<file path="src/rtl/cam_pkg.sv">
// cam_pkg: shared types, RGB565 field layout and the RGB565->RGB888 expansion for the camera capture path.
package cam_pkg;

  typedef enum logic [1:0] {WAIT_FRAME, BYTE0, BYTE1} cam_state_e;

  localparam int SYNC_STAGES_DEF = 2;

  localparam int R_MSB = 15;
  localparam int R_LSB = 11;
  localparam int G_MSB = 10;
  localparam int G_LSB = 5;
  localparam int B_MSB = 4;
  localparam int B_LSB = 0;

  typedef struct packed {
    logic [7:0] r;
    logic [7:0] g;
    logic [7:0] b;
  } rgb888_t;

  // MSB replication keeps full-scale codes at full scale (0x1F -> 0xFF).
  function automatic rgb888_t rgb565_to_888(input logic [15:0] p);
    logic [4:0] r5;
    logic [5:0] g6;
    logic [4:0] b5;
    r5 = p[R_MSB:R_LSB];
    g6 = p[G_MSB:G_LSB];
    b5 = p[B_MSB:B_LSB];
    return '{r: {r5, r5[4:2]}, g: {g6, g6[5:4]}, b: {b5, b5[4:2]}};
  endfunction

endpackage

</file>
<file path="src/rtl/cam_capture_if.sv">
// cam_capture_if: camera parallel bus in, pixel strobe out; stats ports exist only with CAM_CAPTURE_STATS_EN.
interface cam_capture_if;
  logic       cam_pclk;
  logic       cam_vsync;
  logic       cam_href;
  logic [7:0] cam_d;
  logic [7:0] o_r;
  logic [7:0] o_g;
  logic [7:0] o_b;
  logic       o_valid;
  logic       o_sof;
  logic       o_eol;
`ifdef CAM_CAPTURE_STATS_EN
  logic [15:0] o_frame_cnt;
  logic [0:0]  o_line_err;
`endif

  modport slave (
`ifdef CAM_CAPTURE_STATS_EN
    output o_frame_cnt, o_line_err,
`endif
    input  cam_pclk, cam_vsync, cam_href, cam_d,
    output o_r, o_g, o_b, o_valid, o_sof, o_eol
  );

  modport master (
`ifdef CAM_CAPTURE_STATS_EN
    input  o_frame_cnt, o_line_err,
`endif
    output cam_pclk, cam_vsync, cam_href, cam_d,
    input  o_r, o_g, o_b, o_valid, o_sof, o_eol
  );
endinterface

</file>
<file path="src/rtl/cam_sync.sv">
// cam_sync: N-stage synchronizer for one asynchronous bit with rise/fall detect on the synchronized value.
module cam_sync #(
  parameter int N = 2
) (
  input  logic aclk,
  input  logic aresetn,
  input  logic d_i,
  output logic q_o,
  output logic rise_o,
  output logic fall_o
);
  logic [N-1:0] sync_q;
  logic         prev_q;

  always_ff @(posedge aclk) begin
    if (!aresetn) begin
      sync_q <= '0;
      prev_q <= 1'b0;
    end else begin
      sync_q <= {sync_q[N-2:0], d_i};
      prev_q <= sync_q[N-1];
    end
  end

  always_comb begin
    q_o    = sync_q[N-1];
    rise_o = sync_q[N-1] & ~prev_q;
    fall_o = ~sync_q[N-1] & prev_q;
  end
endmodule

</file>
<file path="src/rtl/cam_capture.sv">
// cam_capture: oversamples the PMOD camera bus in aclk, pairs RGB565 bytes, emits RGB888 strobes with sof/eol.
// Optional CAM_CAPTURE_STATS_EN adds a frame counter and a sticky line-length error flag.
module cam_capture
  import cam_pkg::*;
#(
  parameter int SYNC_STAGES = SYNC_STAGES_DEF,
  parameter int HI_FIRST    = 1,
  parameter int VSYNC_POL   = 1
) (
  input  logic          aclk,
  input  logic          aresetn,
  cam_capture_if.slave  bus
);
  logic pclk_s, pclk_rise, pclk_fall;
  logic href_s, href_rise, href_fall;
  logic vs_s, vs_rise, vs_fall;
  logic unused_sync;

  cam_sync #(.N(SYNC_STAGES)) u_pclk (
    .aclk(aclk), .aresetn(aresetn), .d_i(bus.cam_pclk),
    .q_o(pclk_s), .rise_o(pclk_rise), .fall_o(pclk_fall)
  );
  cam_sync #(.N(SYNC_STAGES)) u_href (
    .aclk(aclk), .aresetn(aresetn), .d_i(bus.cam_href),
    .q_o(href_s), .rise_o(href_rise), .fall_o(href_fall)
  );
  cam_sync #(.N(SYNC_STAGES)) u_vsync (
    .aclk(aclk), .aresetn(aresetn), .d_i(bus.cam_vsync),
    .q_o(vs_s), .rise_o(vs_rise), .fall_o(vs_fall)
  );

  // Data needs no edge detect, only the same depth so it lines up with pclk/href.
  logic [SYNC_STAGES-1:0][7:0] d_sync_q;
  logic [7:0]                  d_s;

  always_ff @(posedge aclk) begin
    if (!aresetn) d_sync_q <= '0;
    else d_sync_q <= {d_sync_q[SYNC_STAGES-2:0], bus.cam_d};
  end

  cam_state_e state_q;
  logic       armed_q, sof_pend_q, hold_full_q;
  logic [7:0] byte0_q;
  rgb888_t    hold_q, pix_q;
  logic       valid_q, sof_q, eol_q;

  logic       vs_act, vs_deact, in_frame, byte_ok, pair_done, new_frame, emit_d;
  logic [15:0] pair_d;
  rgb888_t    pix_d;

  always_comb begin
    d_s         = d_sync_q[SYNC_STAGES-1];
    unused_sync = ^{pclk_s, pclk_fall, href_rise, vs_s};
    vs_act      = (VSYNC_POL != 0) ? vs_rise : vs_fall;
    vs_deact    = (VSYNC_POL != 0) ? vs_fall : vs_rise;
    in_frame    = state_q != WAIT_FRAME;
    byte_ok     = pclk_rise & href_s;
    pair_done   = byte_ok & (state_q == BYTE1);
    new_frame   = in_frame ? vs_act : (vs_deact & armed_q);
    emit_d      = in_frame & ~vs_act & hold_full_q & (href_fall | pair_done);
    pair_d      = (HI_FIRST != 0) ? {byte0_q, d_s} : {d_s, byte0_q};
    pix_d       = rgb565_to_888(pair_d);
  end

  // vsync beats href fall beats byte capture; emission never coincides with vsync so sof_pend writes are exclusive.
  always_ff @(posedge aclk) begin
    if (!aresetn) begin
      state_q     <= WAIT_FRAME;
      armed_q     <= 1'b0;
      sof_pend_q  <= 1'b0;
      hold_full_q <= 1'b0;
      byte0_q     <= '0;
      hold_q      <= '0;
      pix_q       <= '0;
      valid_q     <= 1'b0;
      sof_q       <= 1'b0;
      eol_q       <= 1'b0;
    end else begin
      valid_q <= emit_d;
      sof_q   <= emit_d & sof_pend_q;
      eol_q   <= emit_d & href_fall;
      if (emit_d) begin
        pix_q      <= hold_q;
        sof_pend_q <= 1'b0;
      end
      if (new_frame) sof_pend_q <= 1'b1;
      if (!in_frame) begin
        armed_q <= vs_act | (armed_q & ~vs_deact);
        if (new_frame) state_q <= BYTE0;
      end else if (vs_act | href_fall) begin
        state_q     <= BYTE0;
        hold_full_q <= 1'b0;
      end else if (byte_ok) begin
        state_q <= (state_q == BYTE0) ? BYTE1 : BYTE0;
        if (state_q == BYTE0) byte0_q <= d_s;
        else begin
          hold_q      <= pix_d;
          hold_full_q <= 1'b1;
        end
      end
    end
  end

  always_comb begin
    bus.o_r     = pix_q.r;
    bus.o_g     = pix_q.g;
    bus.o_b     = pix_q.b;
    bus.o_valid = valid_q;
    bus.o_sof   = sof_q;
    bus.o_eol   = eol_q;
  end

`ifdef CAM_CAPTURE_STATS_EN
  logic [15:0] frame_cnt_q, pix_cnt_q, ref_cnt_q;
  logic        line_err_q, first_line_q;

  // Lines with no completed pixel (e.g. href falling right after a mid-line vsync) are not measured.
  always_ff @(posedge aclk) begin
    if (!aresetn) begin
      frame_cnt_q  <= '0;
      pix_cnt_q    <= '0;
      ref_cnt_q    <= '0;
      line_err_q   <= 1'b0;
      first_line_q <= 1'b0;
    end else begin
      if (emit_d & sof_pend_q) frame_cnt_q <= frame_cnt_q + 16'd1;
      if (new_frame) begin
        pix_cnt_q    <= '0;
        first_line_q <= 1'b1;
      end else if (in_frame & href_fall) begin
        pix_cnt_q <= '0;
        if (state_q == BYTE1 || (!first_line_q && pix_cnt_q != 16'd0 && pix_cnt_q != ref_cnt_q))
          line_err_q <= 1'b1;
        if (first_line_q && pix_cnt_q != 16'd0) begin
          ref_cnt_q    <= pix_cnt_q;
          first_line_q <= 1'b0;
        end
      end else if (pair_done) pix_cnt_q <= pix_cnt_q + 16'd1;
    end
  end

  always_comb begin
    bus.o_frame_cnt = frame_cnt_q;
    bus.o_line_err  = line_err_q;
  end
`endif

endmodule

</file>
<file path="src/flat_wrapper.sv">
// flat-port wrapper written by rule: the top's interface ports become plain ports
module cam_capture_flat import cam_pkg::*;
#(
  parameter int SYNC_STAGES = SYNC_STAGES_DEF,
  parameter int HI_FIRST    = 1,
  parameter int VSYNC_POL   = 1
)
  (aclk, aresetn, bus_cam_pclk, bus_cam_vsync, bus_cam_href, bus_cam_d, bus_o_r, bus_o_g, bus_o_b, bus_o_valid, bus_o_sof, bus_o_eol);
  cam_capture_if bus_i ();
  input  logic aclk;
  input  logic aresetn;
  input wire logic [$bits(bus_i.cam_pclk)-1:0] bus_cam_pclk;
  input wire logic [$bits(bus_i.cam_vsync)-1:0] bus_cam_vsync;
  input wire logic [$bits(bus_i.cam_href)-1:0] bus_cam_href;
  input wire logic [$bits(bus_i.cam_d)-1:0] bus_cam_d;
  output wire logic [$bits(bus_i.o_r)-1:0] bus_o_r;
  output wire logic [$bits(bus_i.o_g)-1:0] bus_o_g;
  output wire logic [$bits(bus_i.o_b)-1:0] bus_o_b;
  output wire logic [$bits(bus_i.o_valid)-1:0] bus_o_valid;
  output wire logic [$bits(bus_i.o_sof)-1:0] bus_o_sof;
  output wire logic [$bits(bus_i.o_eol)-1:0] bus_o_eol;
  assign bus_i.cam_pclk = bus_cam_pclk;
  assign bus_i.cam_vsync = bus_cam_vsync;
  assign bus_i.cam_href = bus_cam_href;
  assign bus_i.cam_d = bus_cam_d;
  assign bus_o_r = bus_i.o_r;
  assign bus_o_g = bus_i.o_g;
  assign bus_o_b = bus_i.o_b;
  assign bus_o_valid = bus_i.o_valid;
  assign bus_o_sof = bus_i.o_sof;
  assign bus_o_eol = bus_i.o_eol;
  cam_capture #(.SYNC_STAGES(SYNC_STAGES), .HI_FIRST(HI_FIRST), .VSYNC_POL(VSYNC_POL)) u_core (.aclk(aclk), .aresetn(aresetn), .bus(bus_i));
endmodule
</file>
<file path="config.mk">
export PLATFORM = sky130hd
export DESIGN_NAME = cam_capture_flat
export DESIGN_NICKNAME = d
export VERILOG_FILES = /design/src/rtl/cam_pkg.sv /design/src/rtl/cam_capture_if.sv /design/src/rtl/cam_sync.sv /design/src/rtl/cam_capture.sv /design/src/flat_wrapper.sv
export SDC_FILE = /design/constraint.sdc
export NUM_CORES = 1
export LEC_CHECK = 0
export BUFFER_PORTS_ARGS = -buffer_cell sky130_fd_sc_hd__buf_2
export CAP_MARGIN = 30
export CORE_MARGIN = 2
export CORE_UTILIZATION = 45
export CTS_BUF_LIST = sky130_fd_sc_hd__clkbuf_16
export CTS_CLUSTER_DIAMETER = 40
export CTS_CLUSTER_SIZE = 10
export DETAILED_ROUTE_END_ITERATION = 10
export MAX_ROUTING_LAYER = met4
export PLACE_DENSITY = 0.65
export SLEW_MARGIN = 20
export SYNTH_ARGS = -nofsm -noshare
export SYNTH_HDL_FRONTEND = slang
export SYNTH_SLANG_ARGS = --single-unit
</file>
<file path="constraint.sdc">
create_clock -name aclk -period 3.1 [get_ports aclk]
set_clock_uncertainty 0.05 [all_clocks]
set_input_delay 0.62 -clock aclk [delete_from_list [all_inputs] [get_ports aclk]]
set_output_delay 0.62 -clock aclk [all_outputs]
set_load 0.01 [all_outputs]
</file>
==> metrics, run 1 <==
largest net degree at the start of global routing=55; die width=81.2 um; Clk pwr share=45.9%; Slew Viols, Final=0; Required @ worst endpoint=3270 ps; Logic pwr share=2.3%; DRC errors left=0; f_max=0.597 GHz; # clock sinks=73; total wire length=3.91 mm; H-tree levels=3; HP Class=reg -> reg; Max Root-Sink Buffers=2; total gr overflow=0; Netlist cell types=30; Data arrival, critical path=1840 ps; root buf cell=clkbuf_16; period utilization=54.1%; Max Cap Viol=0; initial antenna violation count=0; Antenna Cells=0; minimum clock period=1680 ps; Sw Share=19.6%; CP Capture Type=flop; Post-CTS Setup Inserts=0; Total Neg Setup Slack=0 ps; initial core utilization=45.9%; CTS tree=yes; DP HPWL=2.49 mm; pwr/cell area=601 nW/um2; Post-Syn Area=2680 um2; Syn Inst Count=251; internal power=1.49 mW; CTS clk-pin slew, worst paths=50 ps; Layout Nets=294; most common cell after layout, fill and taps aside=dfxtp_1; Die Ht=81.2 um; Final GP Congestion=0.751; I/O Buffers=39; commonest non-fill, non-tap cells in the layout=73 x dfxtp_1, 40 x mux2i_1, 39 x buf_2; Leak=1.20 nW; cts repair resizes=0; crit path max fanout=6; Setup CP Type=reg -> reg; core area=5850 um2; DRT iter0 DRCs=69; Peak VDD IR=0.000293 V; vias in the first global route=1484; post-synthesis sequential area ratio=54.5%; CTS buffer count=9; clock insertion delay at the later pin of the skew report=330 ps; share of layout cells above drive strength 1=20.1%; drt pass-1 iters=4; Fin. Hold Viols=0; Worst-Margin Slew=742 ps; via count=1616; YS warnings=0; Synth top area share=54.5%; Total Power=1.86 mW; Post-DRT Antenna Nets=0; number of synthesized register bits=73; first-pass GRT wire length=6.82 mm; syn_nets=264; final setup violation count=0; slew margin rel.=50.6%; drt via density=4.51; RSZ-0062 raised after global routing=no; Reg power frac=51.8%; gr usage total=14.5%; Synth area leader=dfxtp_1; switching power=364 uW; status=finished clean; synth top area cells=dfxtp_1 54%, mux2i_1 15%, and2_1 6.1%; # hold bufs at CTS=0; Die Area=6600 um2; Avg Inst Size Synth=10.7 um2; Setup crit start kind=flop; Core Rows=28; IO Count=40; average wire per standard cell=10.9 um; area grow syn2layout=15.2%
-- path summary, 6_finish.rpt --
path                            from           endpoint  slack [ps]  cells after the start
max          u_core.u_href.sync_q[1]  u_core.byte0_q[0]        1420                      5
min reg2reg       u_core.d_sync_q[2]      u_core.d_s[2]         380                      1
min               u_core.d_sync_q[2]      u_core.d_s[2]         380                      1
max reg2reg  u_core.u_href.sync_q[1]  u_core.byte0_q[0]        1420                      5
-- kinds of logic after synthesis --
| group | after synthesis | synth area share [%] |
|---|---|---|
| simple gates | 107 | 22.5 |
| flops | 73 | 54.5 |
| buf+inv | 22 | 5.78 |
| mux | 40 | 14.9 |
| compound gates | 9 | 2.33 |
-- flip-flops by register name, summed over array words and instances (netlist names) --
register / cells
u_core.byte0_q: 8
u_core.u_href.prev_q: 1
u_core.sof_pend_q: 1
u_core.hold_full_q: 1
u_core.bus.o_valid: 1
u_core.armed_q: 1
u_core.u_href.sync_q: 2
u_core.u_vsync.prev_q: 1
u_core.u_vsync.sync_q: 2
u_core.bus.o_b: 5
u_core.bus.o_eol: 1
u_core.state_q: 2
u_core.d_sync_q: 8
u_core.u_pclk.prev_q: 1
u_core.hold_q: 16
u_core.bus.o_g: 6
u_core.bus.o_sof: 1
u_core.u_pclk.sync_q: 2
u_core.bus.o_r: 5
u_core.d_s: 8
-- worst max-delay path, cell delays in order (launching register included) --
cell,delay (ps)
dfxtp_1,400
nand3b_1,180
nor3_2,410
buf_4,250
mux2i_1,220
nor2b_1,60
-- Yosys cell counts --
cell and number:
buf_6 1, nor2_4 1, nand2_1 36, o21ai_0 1
mux2i_1 40, and4_4 1, nor3b_1 3, nand4b_4 1
or3b_2 1, o21ai_1 1, buf_2 2, o21a_1 1
nor3_1 1, clkbuf_1 9, buf_12 2, nand3_1 1
dfxtp_1 73, a21oi_1 1, o2bb2ai_1 1, a211oi_1 1
nor2_1 3, or2_1 1, nand2b_1 4, and2_1 26
nand4_1 1, a21boi_0 2, o21ai_2 1, nor2b_1 26
buf_4 8, nand3b_1 1
-- metal layers --
layer | up-vias | routed length [um] | track usage (%)
li1 | 867 | - | -
met1 | 704 | 2020 | 18.1
met2 | 34 | 1560 | 20.0
met3 | 11 | 200 | 4.00
met4 | 0 | 127 | 10.7
met5 | - | 0 | -
-- cell type report --
| class | instances | area [um2] |
|---|---|---|
| multi-input combinational | 156 | 1070 |
| fill | 535 | 2760 |
| timing repair buffer | 41 | 223 |
| clock inverter | 4 | 16.3 |
| clock buffer | 9 | 225 |
| sequential | 73 | 1460 |
| tap | 75 | 93.8 |
-- power by group through the flow --
| stage | Combinational [mW] | Clock, mW | Sequential, mW |
|---|---|---|---|
| 6_report | 0.0435 | 0.852 | 0.962 |
| 5_1_grt | 0.0503 | 0.917 | 0.962 |
| 4_1_cts | 0.0445 | 0.879 | 0.961 |
| 3_5_place_dp | 0.0444 | 0 | 0.981 |
| 3_3_place_gp | 0.0444 | 0 | 0.981 |
| 2_1_floorplan | 0.0317 | 0 | 0.979 |
-- per-stage QoR --
step                utilization (%)  worst slack, ps  hold WS (ps)  cells  area [um2]
global placement               48.6             1230           363    344        2840
floorplan                         -             1530           362    251        2680
global route                   52.8             1290           402    358        3090
detailed placement             48.6             1180           367    344        2840
finish                         52.8             1420           379    358        3090
CTS                            52.7             1160           379    357        3080
Power figures use the tool's default switching activity.
==> inputs of run 2 (changes only) <==
--- a/config.mk
+++ b/config.mk
@@ -14,7 +14,7 @@
 export CTS_CLUSTER_SIZE = 10
 export DETAILED_ROUTE_END_ITERATION = 10
 export MAX_ROUTING_LAYER = met4
-export PLACE_DENSITY = 0.65
+export PLACE_DENSITY = 0.68
 export SLEW_MARGIN = 20
 export SYNTH_ARGS = -nofsm -noshare
 export SYNTH_HDL_FRONTEND = slang
==> constraint.sdc (replaced) <==
create_clock -name aclk -period 1.5 [get_ports aclk]
set_clock_uncertainty 0.05 [all_clocks]
set_input_delay 0.3 -clock aclk [delete_from_list [all_inputs] [get_ports aclk]]
set_output_delay 0.3 -clock aclk [all_outputs]
set_load 0.01 [all_outputs]
==> run 2 against run 1 <==
  * Wire length rose by 8.3%
  * Non-clock buffer count grew 6
  * Flip-flop and latch count is the same
  * Cell area up 3.8%
  * Largest power group unchanged
  * Hold slack got worse by 250 ps
  * Critical path type unchanged
==> metrics, run 2 (synthesized netlist as in run 1, its figures left out) <==
status=finished clean; total gr overflow=0 (unchanged); most common cell after layout, fill and taps aside=dfxtp_1; pwr/cell area=1220 nW/um2 (+100%); multi-input combinational cell area=1070 um2 (unchanged); Data arrival, critical path=1570 ps (-270 ps); DP HPWL=2.77 mm (+11%); Biggest register=u_core.hold_q; Leak=1.23 nW (+3.1%); DRT iter0 DRCs=48 (-30%); end of the critical path=u_core.byte0_q[2]; max FFs per register=16 (unchanged); Required @ worst endpoint=1670 ps (-1600 ps); Die Area=6600 um2 (unchanged); first-pass GRT wire length=7.13 mm (+4.7%); Layout Nets=300 (+2.0%); most numerous cell on the critical path=nor2b_1; f_max=0.711 GHz (+19%); gr usage total=15.4% (+0.91 points); Peak VDD IR=0.000704 V (+140%); Core Rows=28 (unchanged); CP Capture Type=flop; Buf/Inv on CP=1 (unchanged); Total Power=3.93 mW (+110%); period utilization=93.8% (+40 points); CTS clk-pin slew, worst paths=60 ps (about the same); # clock sinks=73 (unchanged); R2R Path End=u_core.byte0_q[2]; CTS tree=yes; initial antenna violation count=0 (unchanged); Die Ht=81.2 um (unchanged); largest incremental delay on the critical path=380 ps (-30 ps); I/O Buffers=39 (unchanged); CP Cell Sequence=nor2b_1 > nor3_2 > buf_4 > mux2i_1 > nor2b_1; slack of the worst reg-to-reg path=90 ps (-1330 ps); vias in the first global route=1557 (+4.9%); HP Class=in -> reg; total wire length=4.23 mm (+8.3%); die width=81.2 um (unchanged); slew margin rel.=73.4% (+23 points); Final GP Congestion=0.871 (+16%); core area=5850 um2 (unchanged); area grow syn2layout=19.6%; slowest CP cell=nor2b_1; Worst-Margin Slew=398 ps (-344 ps); register area=1460 um2 (+0.17%); drt via density=4.59 (+1.6%); clock insertion delay at the later pin of the skew report=330 ps (about the same); drt pass-1 iters=4 (unchanged); minimum clock period=1410 ps (-270 ps); H-tree levels=3 (unchanged); IO Count=40 (unchanged); commonest non-fill, non-tap cells in the layout=71 x dfxtp_1, 40 x mux2i_1, 39 x buf_2; Antenna Cells=0 (unchanged); Post-DRT Antenna Nets=0 (unchanged); Crit. path cell count=5 (unchanged); FILL cells=522 (-2.4%); HP Start=bus_cam_d[7]; Setup CP Type=reg -> reg; DRC errors left=0 (unchanged); RSZ-0062 raised after global routing=no; CTS buffer count=9 (unchanged); average wire per standard cell=11.6 um (+6.0%); Max Root-Sink Buffers=2 (unchanged); Slew Viols, Final=0 (unchanged); final setup margin=93.3 ps (-1330 ps); Setup crit start kind=flop; Top delay family on crit path=simple AND/OR/NAND/NOR gates; Max Cap Viol=0 (unchanged); final setup violation count=0 (unchanged); initial core utilization=45.9% (unchanged); Fin. Hold Viols=0 (unchanged); share of layout cells above drive strength 1=23.7% (+3.6 points); Worst R2R Start=u_core.u_vsync.sync_q[1]; worst reg-to-reg path cell count=5 (unchanged); pre-CTS setup slack=-77.1 ps (-1250 ps); CP Launch Point=u_core.u_vsync.sync_q[1]; via count=1679 (+3.9%); crit path max fanout=5 (-1); largest net degree at the start of global routing=68 (+24%); root buf cell=clkbuf_16
run 2: changes by cell type in the layout (fill, tap and decap cells not counted), sizes merged:
cell / before / now
clkinv: 2 / 3
buf: 41 / 47
inv: 2 / 0
clkinvlp: 0 / 3
run 2: worst reg2reg max path: stages (launching register included):
cell	delay, ps
dfxtp_1	360
nor2b_1	380
nor3_2	110
buf_4	190
mux2i_1	160
nor2b_1	60
run 2: worst min-delay path by stage:
| stage | endpoint | cells past startpoint | slack [ps] |
|---|---|---|---|
| 4_1_cts | u_core.d_sync_q[0] | 2 | 110 |
| 5_1_grt | u_core.d_sync_q[1] | 2 | 120 |
| 6_report | u_core.d_sync_q[7] | 2 | 130 |
| 3_5_place_dp | u_core.d_s[3] | 1 | 370 |
| 2_1_floorplan | u_core.d_s[0] | 1 | 360 |
| 3_3_place_gp | u_core.d_s[3] | 1 | 360 |
run 2: stage by stage:
stage | cell area, um2 | instances | hold WS [ps] | setup TNS, ps | utilization, %
after detailed placement | 2910 | 349 | 368 | -1020 | 49.7
after global routing | 3210 | 366 | 121 | 0 | 54.9
after global placement | 2910 | 349 | 364 | 0 | 49.7
after CTS | 3210 | 366 | 115 | 0 | 54.8
after floorplan | 2680 | 251 | 362 | 0 | -
final | 3210 | 366 | 126 | 0 | 54.9
run 2: report_power, final:
group	total, mW	internal (mW)	switching [mW]
Clock	1.85	1.09	0.752
Combinational	0.0935	0.0481	0.0455
Sequential	1.99	1.97	0.0144
Total	3.93	3.11	0.812
run 2: what timing repair did:
action / in CTS / in global routing
gates resized for setup: 0 / 2
pin swaps: 1 / 1
gates cloned: 0 / 0
buffers inserted: 2 / 0
setup endpoints to repair: 17 / 24
hold buffers: 0 / 0
hold endpoints to repair: 0 / 0
run 2: layer usage:
metal | global-route usage (%) | vias up | wire (um)
met4 | 10.2 | 0 | 149
met2 | 21.2 | 37 | 1730
li1 | - | 882 | -
met1 | 18.9 | 747 | 2160
met3 | 5.67 | 13 | 187
met5 | - | - | 0
run 2: cell type report:
cell class	instances	share of cell area, %
multi-input combinational	156	33.4
timing repair buffer	47	9.90
tap	75	2.92
clock buffer	9	7.02
clock inverter	6	1.13
sequential	73	45.6
==> inputs of run 3 (changes only) <==
--- a/config.mk
+++ b/config.mk
@@ -5,7 +5,7 @@
 export SDC_FILE = /design/constraint.sdc
 export NUM_CORES = 1
 export LEC_CHECK = 0
-export BUFFER_PORTS_ARGS = -buffer_cell sky130_fd_sc_hd__buf_2
+export BUFFER_PORTS_ARGS = -buffer_cell sky130_fd_sc_hd__clkbuf_2
 export CAP_MARGIN = 30
 export CORE_MARGIN = 2
 export CORE_UTILIZATION = 45
@@ -14,7 +14,8 @@
 export CTS_CLUSTER_SIZE = 10
 export DETAILED_ROUTE_END_ITERATION = 10
 export MAX_ROUTING_LAYER = met4
-export PLACE_DENSITY = 0.68
+export PLACE_DENSITY = 0.71
+export RECOVER_POWER = 50
 export SLEW_MARGIN = 20
 export SYNTH_ARGS = -nofsm -noshare
 export SYNTH_HDL_FRONTEND = slang
==> run 3 against run 2 <==
  * First-iteration DRC count up 4.2%
  * Wire length down 4.1%
  * Worst setup slack about the same
  * Non-clock buffer count unchanged
  * Final cell count up 0.27%
  * Total power down 0.34%
  * Hold slack better by 4.7 ps
  * Sequential share of layout area up 0.76 points
  * Maximum frequency about the same
  * Combinational power down 1%
  * Register-to-register slack about the same
  * Cell area down 1.6%
  * Largest cell class unchanged
==> metrics, run 3 (synthesized netlist as in run 1, its figures left out) <==
Max Root-Sink Buffers=2 (unchanged); clock insertion delay at the later pin of the skew report=320 ps (about the same); CTS buffer count=9 (unchanged); vias in the first global route=1556 (-0.064%); crit path max fanout=7 (+2); Logic pwr share=2.4% (about the same); Peak VDD IR=0.000756 V (+7.5%); pwr/cell area=1240 nW/um2 (+1.2%); Core Rows=28 (unchanged); switching power=799 uW (-1.6%); status=finished clean; minimum clock period=1410 ps (+0.103 ps); Die Ht=81.2 um (unchanged); core area=5850 um2 (unchanged); cell count after placement=349 (unchanged); Worst-Margin Slew=597 ps (+200 ps); hold_ws=131 ps (+4.67 ps); total gr overflow=0 (unchanged); DRC errors left=0 (unchanged); Fin. Hold Viols=0 (unchanged); HP Start=bus_cam_pclk; final setup violation count=0 (unchanged); RSZ-0062 raised after global routing=no; placed cell area=2890 um2 (-0.43%); total wire length=4.06 mm (-4.1%); Biggest register=u_core.hold_q; commonest non-fill, non-tap cells in the layout=70 x dfxtp_1, 40 x mux2i_1, 36 x nand2_1; Setup crit start kind=flop; Required @ worst endpoint=1660 ps (about the same); largest incremental delay on the critical path=350 ps (-30 ps); slack of the worst reg-to-reg path=90 ps (about the same); average wire per standard cell=11.1 um (-4.4%); Antenna Cells=0 (unchanged); CTS tree=yes; Slew Viols, Final=0 (unchanged); slowest CP cell=dfxtp_2; slew margin rel.=60.2% (-13 points); Layout Nets=300 (unchanged); largest net degree at the start of global routing=47 (-31%); Final GP Congestion=0.806 (-7.5%); fin cells=367 (+0.27%); # hold bufs at CTS=0 (unchanged); die width=81.2 um (unchanged); IO Count=40 (unchanged); internal power=3.11 mW (about the same); Clk pwr share=46.9% (about the same); max FFs per register=16 (unchanged); Data arrival, critical path=1570 ps (about the same); first-pass GRT wire length=6.89 mm (-3.4%); # clock sinks=73 (unchanged); Hold Path Sink=u_core.u_pclk.sync_q[0]; Max Cap Viol=0 (unchanged); Die Area=6600 um2 (unchanged); drt pass-1 iters=5 (+1); share of layout cells above drive strength 1=16.4% (-7.3 points); CP Cell Sequence=nand2b_1 > nor3_2 > buf_4 > mux2i_1 > nor2b_1; DRT iter0 DRCs=50 (+4.2%); H-tree levels=3 (unchanged); CP Launch Point=u_core.state_q[1]; worst reg-to-reg path cell count=5 (unchanged); fin util=54.0% (-0.86 points); Reg power frac=50.7% (about the same); root buf cell=clkbuf_16; Sw Share=20.4% (-0.26 points); Leak=1.12 nW (-9.0%); drt via density=4.54 (-1.1%); Total Neg Setup Slack=0 ps (unchanged); area grow syn2layout=17.7%; CTS clk-pin slew, worst paths=60 ps (about the same); HP Class=in -> reg; Post-DRT Antenna Nets=0 (unchanged); Worst R2R Start=u_core.state_q[1]; via count=1665 (-0.83%); I/O Buffers=39 (unchanged); initial antenna violation count=0 (unchanged); gr usage total=14.4% (-1.0 points); R2R Path End=u_core.byte0_q[2]; CP Capture Type=flop; initial core utilization=45.9% (unchanged); Finished Cell Area=3160 um2 (-1.6%); period utilization=93.8% (about the same); DP HPWL=2.56 mm (-7.4%); f_max=0.711 GHz (about the same); most common cell after layout, fill and taps aside=dfxtp_1; Setup CP Type=reg -> reg; WHS Path Cells=2 (unchanged)
## run 3: changes by cell type in the layout (fill, tap and decap cells not counted), sizes merged
cell      change
clkbuf       +41
clkinvlp      -1
buf          -41
clkinv        +2
## run 3: power groups by stage
stage / clock network (mW) / registers, mW / logic, mW
global placement: 0 / 2.03 / 0.0943
CTS: 1.90 / 1.99 / 0.0952
global route: 1.98 / 1.99 / 0.105
floorplan: 0 / 2.02 / 0.0656
detailed placement: 0 / 2.03 / 0.0949
finish: 1.84 / 1.99 / 0.0923
## run 3: how the worst max path moves through the flow
stage                              endpoint  slack (ps)  cells past startpoint
final                     u_core.byte0_q[2]          90                      5
after global routing      u_core.byte0_q[2]           4                      5
after CTS                 u_core.bus.o_b[5]          10                      5
after detailed placement  u_core.bus.o_r[4]         -70                      4
after global placement    u_core.bus.o_b[3]           9                      4
after floorplan           u_core.bus.o_b[2]          60                      6
## run 3: layout make-up
cell class              instances  area, um2
clock buffers                   9        225
clock inverters                 7       37.5
fillers                       532       2690
multi-input cells             156       1070
flip-flops and latches         73       1470
well taps                      75       93.8
repair buffers                 47        263
## run 3: routing by layer
metal / share of wire (%) / vias up / track usage [%]
met1: 49 / 736 / 16.7
met3: 3.9 / 11 / 3.67
met4: 2.3 / 0 / 9.66
met5: 0 / - / -
li1: - / 882 / -
met2: 45 / 36 / 22.0
## run 3: stage by stage
| step | worst slack (ps) | power [mW] |
|---|---|---|
| 2_1_floorplan | 58.6 | 2.09 |
| 3_3_place_gp | 9.31 | 2.12 |
| 3_5_place_dp | -66.6 | 2.12 |
| 4_1_cts | 14.8 | 3.98 |
| 5_1_grt | 3.55 | 4.07 |
| 6_report | 93.2 | 3.91 |
## run 3: worst max-delay path: cells and delay by family, from the launching register on
family	cells	cell delay, ps
mux	1	200
simple gates	3	490
flops	1	350
buf+inv	1	220
## run 3: repair_timing
item | in CTS | in global routing
pin swaps | 2 | 0
resized for setup | 0 | 5
endpoints found under the setup margin | 17 | 17
setup buffers | 2 | 0
